===== src/rtl/dual_port_sync_ram_if.sv =====
// rtl/dual_port_sync_ram_if.sv - bus bundle for dual_port_sync_ram
// Purpose: groups the clear, write, and read signals of the RAM.
// Signals:
//   clr/busy                    clear request and sweep-in-progress flag
//   we/waddr/wdata/wbe          byte-enabled write port
//   re/raddr/rdata/rvalid       read port with registered data and valid flag
// Modports: master drives requests, slave is the RAM.
interface dual_port_sync_ram_if #(
    parameter int WIDTH    = 16,
    parameter int ADDR_BUS = 3
);
    logic                  clr;
    logic                  busy;
    logic                  we;
    logic [ADDR_BUS-1:0]   waddr;
    logic [WIDTH-1:0]      wdata;
    logic [WIDTH/8-1:0]    wbe;
    logic                  re;
    logic [ADDR_BUS-1:0]   raddr;
    logic [WIDTH-1:0]      rdata;
    logic                  rvalid;

    modport master (
        output clr, we, waddr, wdata, wbe, re, raddr,
        input  busy, rdata, rvalid
    );

    modport slave (
        input  clr, we, waddr, wdata, wbe, re, raddr,
        output busy, rdata, rvalid
    );
endinterface


===== src/rtl/dual_port_sync_ram.sv =====
// rtl/dual_port_sync_ram.sv - simple-dual-port synchronous RAM with clear sweep
// Purpose: one byte-enabled write port and one registered read port on a single
//   clock. After reset, or on a clr pulse, a sweep writes zero to every word.
// Ports:
//   clk   clock; all state changes happen on the rising edge
//   rst   asynchronous active-low reset
//   bus   dual_port_sync_ram_if.slave (clr/busy, we/waddr/wdata/wbe,
//         re/raddr/rdata/rvalid)
// Parameters: WIDTH (a multiple of 8), DEPTH (1..2^ADDR_BUS), ADDR_BUS.
// Configuration macro: WRITE_FIRST_EN. When it is defined, a read that hits the
//   address being written in the same cycle returns the merged new word. When it
//   is undefined, the read is read-first and returns the old word.
module dual_port_sync_ram #(
    parameter int WIDTH    = 16,
    parameter int DEPTH    = 8,
    parameter int ADDR_BUS = 3
) (
    input  logic                  clk,
    input  logic                  rst,
    dual_port_sync_ram_if.slave   bus
);
    localparam int                NB      = WIDTH / 8;
    localparam logic [ADDR_BUS:0] DEPTH_W = (ADDR_BUS + 1)'(DEPTH);
    localparam logic [ADDR_BUS-1:0] LAST  = ADDR_BUS'(DEPTH - 1);

    typedef enum logic {CLEAR, IDLE} state_t;

    state_t               state;
    logic [ADDR_BUS-1:0]  cnt;
    logic                 busy_q;
    logic [WIDTH-1:0]     rdata_q;
    logic                 rvalid_q;
    logic [WIDTH-1:0]     mem [DEPTH];

    logic                 idle;
    logic                 waddr_ok;
    logic                 raddr_ok;
    logic                 wr_en;
    logic [WIDTH-1:0]     rd_word;

    assign idle     = (state == IDLE);
    // Extend by one bit so that DEPTH == 2^ADDR_BUS compares correctly.
    assign waddr_ok = ({1'b0, bus.waddr} < DEPTH_W);
    assign raddr_ok = ({1'b0, bus.raddr} < DEPTH_W);
    // A clr accepted in this cycle takes priority and drops the write.
    assign wr_en    = idle && bus.we && !bus.clr && waddr_ok;

    always_comb begin
        rd_word = '0;
        if (raddr_ok) begin
            rd_word = mem[bus.raddr];
`ifdef WRITE_FIRST_EN
            if (wr_en && (bus.waddr == bus.raddr)) begin
                for (int i = 0; i < NB; i++) begin
                    if (bus.wbe[i]) begin
                        rd_word[8*i +: 8] = bus.wdata[8*i +: 8];
                    end
                end
            end
`endif
        end
    end

    // The array has no reset. It is zeroed by the sweep, one word per cycle.
    always_ff @(posedge clk) begin
        if (state == CLEAR) begin
            mem[cnt] <= '0;
        end else if (wr_en) begin
            for (int i = 0; i < NB; i++) begin
                if (bus.wbe[i]) begin
                    mem[bus.waddr][8*i +: 8] <= bus.wdata[8*i +: 8];
                end
            end
        end
    end

    always_ff @(posedge clk or negedge rst) begin
        if (!rst) begin
            state    <= CLEAR;
            cnt      <= '0;
            busy_q   <= 1'b1;
            rdata_q  <= '0;
            rvalid_q <= 1'b0;
        end else begin
            case (state)
                CLEAR: begin
                    rvalid_q <= 1'b0;
                    if (cnt == LAST) begin
                        // busy falls on the same edge as the final sweep write.
                        state  <= IDLE;
                        busy_q <= 1'b0;
                        cnt    <= '0;
                    end else begin
                        cnt <= cnt + 1'b1;
                    end
                end
                IDLE: begin
                    if (bus.clr) begin
                        state  <= CLEAR;
                        busy_q <= 1'b1;
                        cnt    <= '0;
                    end
                    // A read issued in the same cycle as clr is still served.
                    rvalid_q <= bus.re;
                    if (bus.re) begin
                        rdata_q <= rd_word;
                    end
                end
                default: begin
                    state  <= CLEAR;
                    busy_q <= 1'b1;
                    cnt    <= '0;
                end
            endcase
        end
    end

    assign bus.busy   = busy_q;
    assign bus.rdata  = rdata_q;
    assign bus.rvalid = rvalid_q;
endmodule


===== src/flat_wrapper.sv =====
// flat-port wrapper written by rule: the top's interface ports become plain ports
module dual_port_sync_ram_flat 
#(
    parameter int WIDTH    = 16,
    parameter int DEPTH    = 8,
    parameter int ADDR_BUS = 3
)
  (clk, rst, bus_clr, bus_we, bus_waddr, bus_wdata, bus_wbe, bus_re, bus_raddr, bus_busy, bus_rdata, bus_rvalid);
  dual_port_sync_ram_if #(.WIDTH(WIDTH), .ADDR_BUS(ADDR_BUS)) bus_i ();
  input  logic clk;
  input  logic rst;
  input wire logic [$bits(bus_i.clr)-1:0] bus_clr;
  input wire logic [$bits(bus_i.we)-1:0] bus_we;
  input wire logic [$bits(bus_i.waddr)-1:0] bus_waddr;
  input wire logic [$bits(bus_i.wdata)-1:0] bus_wdata;
  input wire logic [$bits(bus_i.wbe)-1:0] bus_wbe;
  input wire logic [$bits(bus_i.re)-1:0] bus_re;
  input wire logic [$bits(bus_i.raddr)-1:0] bus_raddr;
  output wire logic [$bits(bus_i.busy)-1:0] bus_busy;
  output wire logic [$bits(bus_i.rdata)-1:0] bus_rdata;
  output wire logic [$bits(bus_i.rvalid)-1:0] bus_rvalid;
  assign bus_i.clr = bus_clr;
  assign bus_i.we = bus_we;
  assign bus_i.waddr = bus_waddr;
  assign bus_i.wdata = bus_wdata;
  assign bus_i.wbe = bus_wbe;
  assign bus_i.re = bus_re;
  assign bus_i.raddr = bus_raddr;
  assign bus_busy = bus_i.busy;
  assign bus_rdata = bus_i.rdata;
  assign bus_rvalid = bus_i.rvalid;
  dual_port_sync_ram #(.WIDTH(WIDTH), .DEPTH(DEPTH), .ADDR_BUS(ADDR_BUS)) u_core (.clk(clk), .rst(rst), .bus(bus_i));
endmodule

===== config.mk =====
export PLATFORM = sky130hd
export DESIGN_NAME = dual_port_sync_ram_flat
export DESIGN_NICKNAME = d
export VERILOG_FILES = /design/src/rtl/dual_port_sync_ram_if.sv /design/src/rtl/dual_port_sync_ram.sv /design/src/flat_wrapper.sv
export SDC_FILE = /design/constraint.sdc
export NUM_CORES = 1
export LEC_CHECK = 0
export CAP_MARGIN = 15
export CELL_PAD_IN_SITES_DETAIL_PLACEMENT = 1
export CELL_PAD_IN_SITES_GLOBAL_PLACEMENT = 1
export CORE_UTILIZATION = 53
export DETAILED_ROUTE_END_ITERATION = 7
export HOLD_SLACK_MARGIN = 0.1
export PLACE_DENSITY = 0.87
export SLEW_MARGIN = 10
export SYNTH_ARGS = -nofsm -noshare
export SYNTH_HDL_FRONTEND = slang
export SYNTH_SLANG_ARGS = --single-unit

===== constraint.sdc =====
create_clock -name clk -period 5.4 [get_ports clk]
set_input_delay 1.62 -clock clk [delete_from_list [all_inputs] [get_ports clk]]
set_output_delay 1.62 -clock clk [all_outputs]
set_load 0.005 [all_outputs]

==> impl_metrics.toml <==
[final_layout]
layout_commonest_cell = "edfxtp_1"
final_nets = 470
drive_gt1_share_pct = 16.2
number_of_antenna_repair_diodes = 0
area_delta_synth_final_pct = 18.8
final_cell_mix = "128 x edfxtp_1, 45 x clkdlybuf4s50_1, 30 x mux2i_1, 23 x mux2_2, 22 x nand2_1"
fillerInstances = 1030

[power_and_ir_drop]
switching_share_pct = 28.4
totalPowerFinal_uw = 3680
power.leakage_uw = 0.00272
power.share.clock_pct = 32.9
ir_drop_uv = 303
p_per_area_nw_per_um2 = 500
p_switching_uw = 1040
internal_power_uw = 2630
pwr-share-seq_pct = 47.1
pwr-share-comb_pct = 20.0

[sta]
layout_worst_path_cycle_share_pct = 71.0
worst_pin_slew_ns = 1.22
final.min_clock_period_ns = 3.84
setup_viol = 0
slew-limit-headroom_pct = 18.8
setup-tns-final_ns = 0
maxClockFrequency_mhz = 261
rsz_0062_raised_after_global_routing = "false"
slew_violations = 0
hold_violations = 0
fin_skew_ns = 0.00723

[grt]
grt_max_degree = 69
global_route.usage.total_pct = 27.0
grt_antenna_before_repair = 0
grt_pass1_vias = 3937
grt_remaining_overflow = 0
first_pass_grt_wire_length_um = 22500

[setup_path]
worstSetupEndpointType = "flop"
critPathMaxFanout = 11
required_ns = 5.44
reg2reg_from = "u_core.idle"
worstPathCellList = "clkdlybuf4s50_1 -> nor2_1 -> o2111ai_1 -> a21oi_1"
worstSetupStartpointType = "input port"
reg2reg_slack_ns = 2.81
critical_path_arrival_ns = 3.88
max_stage_delay_ns = 1.00
crit-reg2reg-capture = "u_core.mem[2][13]"
setup.worst_path.class = "input port to flop"
worst_case_reg_to_reg_path_depth = 3
slowest_stage = "a21oi_1"

[floorplan]
floorplan.initialDensity_pct = 54.2
dieArea_um2 = 12100
die_h_um = 110
placementRows = 39
floorplan.core_area_um2 = 11400
die_w_um = 110
io_pins = 47

[synth]
number_of_enable_flip_flop_cells_after_synthesis = 128
synth_seq_cells = 150
async_reset_ff_share_pct = 14.7
yosysWarningCount = 0
synth.distinct_cells = 39
synthCells = 389
synthesis.area_per_instance_um2 = 15.9
register_area_share_after_synthesis_pct = 71.1
dominantRegCellSynth = "edfxtp_1"
syn-num-nets = 420
combined_area_of_all_synthesized_cells_um2 = 6190

[flow_run]
max-cap-violations = 0

[detailed_routing]
wl_um = 14900
dr.pass1.iters = 5
drcViolationCount = 0
starting_drc_count_in_detailed_routing = 297
route.vias.total = 3700
vias_per_cell = 6.22
avgRoutedWirePerCell_um = 25.1
detail-route-antenna-nets = 0

[placement]
buffer_ports.inserted = 46
detailed_place_hpwl_um = 9430
place.gp.congestion = 0.801

[clock_tree]
worstSkewPairLatency_ns = 0.43
clkSlewWorstSetupHoldPaths_ns = 0.06
clock_tree.root_cell = "clkbuf_16"
clock-sinks = 150
cts.repair_timing.setup_buffer_count = 0
cts_tree = "built"
post_cts_hold_buffer_count = 0
cts_repair_resize_count = 0
cts-buffers-inserted = 17
htreeDepth = 4
cts-root-to-sink-buffers = 2

[worst_hold_path]
min-delay-path-class = "flop to flop"
hold_path_end = "u_core.bus.rdata[5]"
min_path_cells = 2
hold_path.startpoint = "u_core.bus.rdata[5]"

[status]
status = "finished, final reports clean"
worst max-delay path by stage:
stage	from	to	slack (ns)	cells past startpoint
final	bus_wbe[0]	u_core.mem[2][13]	1.56	4
after CTS	bus_wbe[0]	u_core.mem[6][13]	1.60	4
after detailed placement	bus_wbe[0]	u_core.mem[6][14]	1.16	4
after global routing	bus_wbe[0]	u_core.mem[2][7]	1.50	4
after floorplan	bus_clr	u_core.mem[3][0]	2.20	4
after global placement	bus_wbe[0]	u_core.mem[2][6]	1.36	4
per-stage QoR:
stage	hold WS [ns]	utilization (%)	cells	worst slack (ns)	cell area, µm²
finish	0.481	64.4	595	1.56	7350
global route	0.504	64.4	595	1.50	7350
CTS	0.486	64.3	594	1.60	7340
detailed placement	0.473	59.0	562	1.16	6740
global placement	0.460	59.0	562	1.36	6740
floorplan	0.463	-	389	2.20	6190
critical path, delay by kind of cell:
| family | cells | cell delay, ns |
|---|---|---|
| AND/OR/NAND/NOR | 1 | 0.56 |
| buffers and inverters | 1 | 0.43 |
| AO/OA/AOI/OAI | 2 | 1.26 |
per-layer routing:
metal / global-route usage (%) / share of wire (%)
met5: 0 / 0
met4: 12.4 / 2.1
met3: 6.17 / 5.7
met2: 44.6 / 51
met1: 34.1 / 41
cell type report:
cell class	count	area, µm²	area share [%]
Inverter	7	26.3	0.357
Clock inverter	15	179	2.43
Clock buffer	17	425	5.79
Sequential cell	150	4400	59.8
Multi-Input combinational cell	208	1620	22.1
Timing Repair Buffer	55	523	7.11
Tap cell	143	179	2.43
cell usage after synthesis (all sizes together) (6+ instances only):
| cell type | count | share of area, % |
|---|---|---|
| mux2 | 30 | 5.5 |
| a21oi | 17 | 1.4 |
| inv | 7 | 0.42 |
| o22ai | 15 | 1.5 |
| buf | 13 | 1.6 |
| nor2b | 6 | 0.61 |
| o2111ai | 6 | 0.85 |
| mux2i | 30 | 4.9 |
| nand2 | 22 | 1.3 |
| nor2 | 6 | 0.36 |
| clkbuf | 11 | 0.67 |
| and3 | 16 | 1.6 |
| dfrtp | 21 | 8.5 |
| o31ai | 14 | 1.9 |
| edfxtp | 128 | 62 |
| a22o | 14 | 2.0 |
cell families after synthesis:
group	count (synthesis)	share of synthesized area, %
flops	150	71.1
compound gates	82	9.55
mux	60	10.3
buf+inv	31	2.71
fa+ha+maj	2	0.404
simple gates	64	5.97
state kept, by name (all words and copies together) (netlist names):
register and count:
u_core.bus.rdata 16, u_core.mem 128, u_core.bus.busy 1, u_core.bus.rvalid 1
u_core.cnt 3, u_core.idle 1
power by group through the flow:
stage	Sequential [µW]	Combinational, µW	Clock, µW
finish	1730	734	1210
global route	1760	796	1260
CTS	1730	735	1220
detailed placement	1750	727	0
global placement	1720	671	0
floorplan	1700	392	0
Note: power is estimated with default switching activity, not from simulation.
